`config.mk`:
```
export PLATFORM = sky130hd
export DESIGN_NAME = obstacle_spawn_scheduler
export DESIGN_NICKNAME = d
export VERILOG_FILES = /design/src/rtl/obstacle_spawn_scheduler.sv
export SDC_FILE = /design/constraint.sdc
export NUM_CORES = 1
export LEC_CHECK = 0
export BUFFER_PORTS_ARGS = -buffer_cell sky130_fd_sc_hd__buf_2
export CORE_UTILIZATION = 25
export CTS_CLUSTER_DIAMETER = 80
export DETAILED_ROUTE_END_ITERATION = 10
export PLACE_DENSITY = 0.43
export SLEW_MARGIN = 20
export SYNTH_ARGS = -nofsm -noshare
export SYNTH_HDL_FRONTEND = slang
export SYNTH_SLANG_ARGS = --single-unit
```
`constraint.sdc`:
```
create_clock -name Clk -period 2.78 [get_ports Clk]
set_clock_uncertainty 0.1 [all_clocks]
set_input_delay 0.834 -clock Clk [delete_from_list [all_inputs] [get_ports Clk]]
set_output_delay 0.834 -clock Clk [all_outputs]
set_load 0.005 [all_outputs]
```
`src/rtl/obstacle_spawn_scheduler.sv`:
```
// Paces asteroid spawns once per video frame. It picks the lowest free obstacle slot
// and offers it, with a random payload, to the obstacle datapath over valid/ready.
module obstacle_spawn_scheduler #(
  parameter int OBJ_NUM       = 17,
  parameter int INIT_INTERVAL = 60,
  parameter int MIN_INTERVAL  = 8,
  parameter int INTERVAL_STEP = 4,
  parameter int STEP_SCORE    = 10,
  parameter int X_LIMIT       = 600
) (
  input  logic               Clk,
  input  logic               Reset_n,
  input  logic               frame_clk,
  input  logic               game_screen,
  input  logic               clear,
  input  logic [OBJ_NUM-1:0] obj_active,
  input  logic [23:0]        score,
  input  logic [31:0]        rand_i,
  input  logic               spawn_ready,
  output logic               spawn_valid,
  output logic [4:0]         spawn_idx,
  output logic [9:0]         spawn_x,
  output logic [2:0]         spawn_xspeed,
  output logic [2:0]         spawn_yspeed,
  output logic               spawn_sign,
  output logic [7:0]         interval,
  output logic [15:0]        spawn_count
);

  typedef enum logic [1:0] {IDLE, WAIT, SCAN, ISSUE} state_e;

  localparam logic [7:0]  INIT_IV = 8'(INIT_INTERVAL);
  localparam logic [7:0]  MIN_IV  = 8'(MIN_INTERVAL);
  localparam logic [7:0]  STEP_IV = 8'(INTERVAL_STEP);
  localparam logic [24:0] STEP_SC = 25'(STEP_SCORE);
  localparam logic [9:0]  X_LIM   = 10'(X_LIMIT);

  state_e      state_q;
  logic        sync1_q, sync2_q, sync3_q;
  logic [7:0]  fcnt_q;
  logic [7:0]  interval_q;
  logic [24:0] thresh_q;
  logic [15:0] count_q;
  logic        valid_q;
  logic [4:0]  idx_q;
  logic [9:0]  x_q;
  logic [2:0]  xspeed_q;
  logic [2:0]  yspeed_q;
  logic        sign_q;

  logic        tick;
  logic        levelUp;
  logic        freeFound_d;
  logic [4:0]  freeIdx_d;
  logic [9:0]  x_d;
  logic [7:0]  interval_d;
  logic        unused_rand;

  assign tick        = sync2_q & ~sync3_q;
  assign levelUp     = {1'b0, score} >= thresh_q;
  assign interval_d  = (interval_q >= MIN_IV + STEP_IV) ? interval_q - STEP_IV : MIN_IV;
  // Out-of-range x folds back by 512 so every raw value lands on screen.
  assign x_d         = (rand_i[9:0] < X_LIM) ? rand_i[9:0] : rand_i[9:0] - 10'd512;
  assign unused_rand = ^rand_i[31:16];

  always_comb begin
    freeFound_d = 1'b0;
    freeIdx_d   = 5'd0;
    for (int i = OBJ_NUM - 1; i >= 0; i--) begin
      if (!obj_active[i]) begin
        freeFound_d = 1'b1;
        freeIdx_d   = 5'(i);
      end
    end
  end

  always_ff @(posedge Clk or negedge Reset_n) begin
    if (!Reset_n) begin
      state_q    <= IDLE;
      sync1_q    <= 1'b0;
      sync2_q    <= 1'b0;
      sync3_q    <= 1'b0;
      fcnt_q     <= 8'd0;
      interval_q <= INIT_IV;
      thresh_q   <= STEP_SC;
      count_q    <= 16'd0;
      valid_q    <= 1'b0;
      idx_q      <= 5'd0;
      x_q        <= 10'd0;
      xspeed_q   <= 3'd0;
      yspeed_q   <= 3'd0;
      sign_q     <= 1'b0;
    end else begin
      sync1_q <= frame_clk;
      sync2_q <= sync1_q;
      sync3_q <= sync2_q;
      if (clear) begin
        state_q    <= IDLE;
        valid_q    <= 1'b0;
        fcnt_q     <= 8'd0;
        interval_q <= INIT_IV;
        thresh_q   <= STEP_SC;
        count_q    <= 16'd0;
      end else begin
        if (levelUp) begin
          thresh_q   <= thresh_q + STEP_SC;
          interval_q <= interval_d;
        end
        if (!game_screen) begin
          state_q <= IDLE;
          valid_q <= 1'b0;
        end else begin
          case (state_q)
            IDLE: state_q <= WAIT;
            WAIT: begin
              if (tick && fcnt_q != 8'hFF) fcnt_q <= fcnt_q + 8'd1;
              if (fcnt_q >= interval_q) state_q <= SCAN;
            end
            SCAN: begin
              // A full array goes back to WAIT with fcnt kept, so it rescans every 2 cycles.
              if (freeFound_d) begin
                idx_q    <= freeIdx_d;
                x_q      <= x_d;
                xspeed_q <= {1'b0, rand_i[14:13]};
                yspeed_q <= {1'b0, rand_i[12:11]} + 3'd1;
                sign_q   <= rand_i[15];
                valid_q  <= 1'b1;
                state_q  <= ISSUE;
              end else begin
                state_q <= WAIT;
              end
            end
            ISSUE: begin
              if (spawn_ready) begin
                valid_q <= 1'b0;
                fcnt_q  <= 8'd0;
                count_q <= count_q + 16'd1;
                state_q <= WAIT;
              end
            end
            default: state_q <= IDLE;
          endcase
        end
      end
    end
  end

  assign spawn_valid  = valid_q;
  assign spawn_idx    = idx_q;
  assign spawn_x      = x_q;
  assign spawn_xspeed = xspeed_q;
  assign spawn_yspeed = yspeed_q;
  assign spawn_sign   = sign_q;
  assign interval     = interval_q;
  assign spawn_count  = count_q;

endmodule

```
==> run metrics <==
Die H=148 um; EDFF count, synth=0; synthesized cell area=5320 sq um; Tcrit/Tclk final=97.8%; core area=21000 sq um; #FFs+latches synth=81; largest net degree at the start of global routing=52; Reg area=2030 sq um; PwrDens=440 nW/um^2; ranking of synthesized cells by area=dfrtp_1, ha_1, nand2_1, nor2_1, a21oi_1; Final #Nets=872; Core Rows=53; CTS tree=built; VDD IR max=0.262 mV; Syn Area/Cell=8.50 sq um; DRT iter0 DRCs=306; unrepaired setup endpoints after global routing=true; gp weighted congestion=0.816; drt first pass iters=4; Critical Path RT=2.95 ns; fillers=2232; clk_lat worst skew=0.35 ns; Final Max Slew Viols=0; dpl hpwl=11200 um; post-synth top area share=35.3%; total die area=21900 sq um; final WL=15200 um; Worst Setup Start Kind=primary input; H-tree Lvls=3; Avg Vias per Cell=4.95; final hold slack=0.255 ns; top_reg_cell synth=dfrtp_1; clk root buf=clkbuf_16; antenna violations before repair=1; Final Hold Fails=0; P_leak=3.09 nW; top cells by count, synth=nand2_1, dfrtp_1, nor2_1; post-route insts no fill=1034; Die W=148 um; Worst Hold Class=register to register; Remaining DRCs=0; Initial Utilization=25.4%; Pwr Total=0.00301 W; Worst Max-Slew Pin Slew=0.833 ns; crit path max fanout=7; most frequent cell after synthesis=nand2_1; Setup crit end kind=register; CP Class=primary input to register; clock sink count=81; vias in the first global route=4965; gr usage total=14.3%; hold_buf cts=0; share of cells above drive strength 1=26.0%; YS warnings=0; # setup viols final=0; Antenna Nets Post-Route=0; top cell type by total area after synthesis=dfrtp_1; CTS Buf Count=9; first-pass GRT wire length=25000 um; FMAX=0.368 GHz; PortBufs=104; library cells used by synthesis=63; minimum clock period after layout=2.72 ns; Clock Pin Slew Worst Setup and Hold Paths=0.07 ns; GRT overflow=0; area of the multi-input gates=3080 sq um; max_cap viols=0; cells after synthesis=626; IO Count=126; wire per inst=14.7 um; Setup TNS=0 ns; slew margin rel.=44.5%; area grow syn2layout=28.4%; CTS Buffer Depth=2; asr flop ratio synth=100%; status=complete, no violations; Placed Cells incl. Taps=1018; Seq/Total Area, Yosys=38.2%; CP arrival=2.89 ns; Via Count=5122; final antenna diode count=0
[power by group]
group	internal (W)	switching, W
Sequential	0.00123	0.0000425
Combinational	0.000187	0.000285
Clock	0.000716	0.000551
Total	0.00213	0.000879
[worst paths after layout]
check	slack, ns	to	startpoint	cells after the start
worst min register to register	0.25	sync2_q	sync1_q	0
worst max register to register	0.15	thresh_q[20]	thresh_q[12]	9
max in group asynchronous	1.45	spawn_yspeed[0]	Reset_n	2
min in group asynchronous	0.45	thresh_q[18]	Reset_n	1
worst max-delay path	0.06	thresh_q[20]	score[12]	9
worst min-delay path	0.25	sync2_q	sync1_q	0
[routing by layer]
| metal | GRT usage, % | routed length (um) | vias to the layer above |
|---|---|---|---|
| li1 | - | - | 2541 |
| met1 | 17.6 | 7000 | 2436 |
| met2 | 24.2 | 7050 | 132 |
| met3 | 4.26 | 997 | 13 |
| met4 | 3.30 | 167 | 0 |
| met5 | 0 | 0 | - |
[area by class of cell]
| type | count | area share [%] |
|---|---|---|
| Timing Repair Buffer | 147 | 13.0 |
| Tap cell | 275 | 5.03 |
| Sequential cell | 81 | 29.8 |
| Inverter | 47 | 2.58 |
| Clock buffer | 9 | 3.29 |
| Multi-Input combinational cell | 468 | 45.1 |
| Clock inverter | 7 | 1.26 |
[cells in the final DEF, fill, tap and decap left out, types with 4 or more instances in the layout]
cell type | synthesis | final
mux2i_1 | 4 | 4
a2111o_1 | 6 | 6
inv_1 | 47 | 47
mux2_2 | 7 | 7
a21oi_2 | 0 | 4
a211oi_1 | 4 | 4
buf_2 | 4 | 103
dfstp_2 | 6 | 6
a21oi_1 | 39 | 35
and3_1 | 7 | 7
ha_1 | 39 | 36
o211ai_1 | 5 | 5
buf_4 | 4 | 40
nand3_1 | 22 | 22
or3_1 | 6 | 6
nor2_1 | 53 | 53
o21a_1 | 4 | 4
nand4_1 | 29 | 29
xor2_1 | 6 | 6
o31ai_1 | 8 | 8
nand2_1 | 83 | 83
dfrtp_1 | 75 | 75
o2111ai_1 | 9 | 9
and4_1 | 8 | 8
xnor2_1 | 5 | 5
nor3_1 | 15 | 14
o21ai_0 | 37 | 35
clkbuf_16 | 0 | 9
a31oi_1 | 8 | 8
nor4_1 | 4 | 4
[stage by stage]
step | cell area [sq um] | worst slack, ns | util, %
2_1_floorplan | 5340 | 0.0171 | -
3_3_place_gp | 6420 | -0.306 | 30.6
3_5_place_dp | 6420 | -0.337 | 30.6
4_1_cts | 6730 | 0.0375 | 32.1
5_1_grt | 6840 | -0.0126 | 32.6
6_report | 6840 | 0.0603 | 32.6
[worst max-delay path, stage by stage]
cell and delay (ns):
buf_2 0.10, ha_1 0.33, a21oi_1 0.15, o21ai_0 0.18, a2111o_1 0.53, nor2_4 0.26
buf_4 0.21, o221ai_1 0.13, a21oi_1 0.18
[logic make-up after synthesis]
kind of cell / synth area share, %
adder cells (fa/ha/maj): 9.17
other: 0.0704
buffers and inverters: 6.09
flip-flops: 38.2
AND/OR/NAND/NOR: 22.6
XOR/XNOR: 1.81
multiplexers: 2.23
AO/OA/AOI/OAI: 19.8
[registers in the layout, indices dropped and copies added, names as in the netlist, 2 cells and up]
signal        flops
thresh_q         24
spawn_count      16
spawn_x          10
fcnt_q            8
interval          6
spawn_idx         5
spawn_yspeed      3
spawn_xspeed      2
state_q           2
[what timing repair did]
| item | 4_1_cts | 5_1_grt |
|---|---|---|
| buffers inserted | 0 | 0 |
| setup endpoints to repair | 0 | 17 |
| resized for setup | 0 | 19 |
Power figures use the tool's default switching activity.
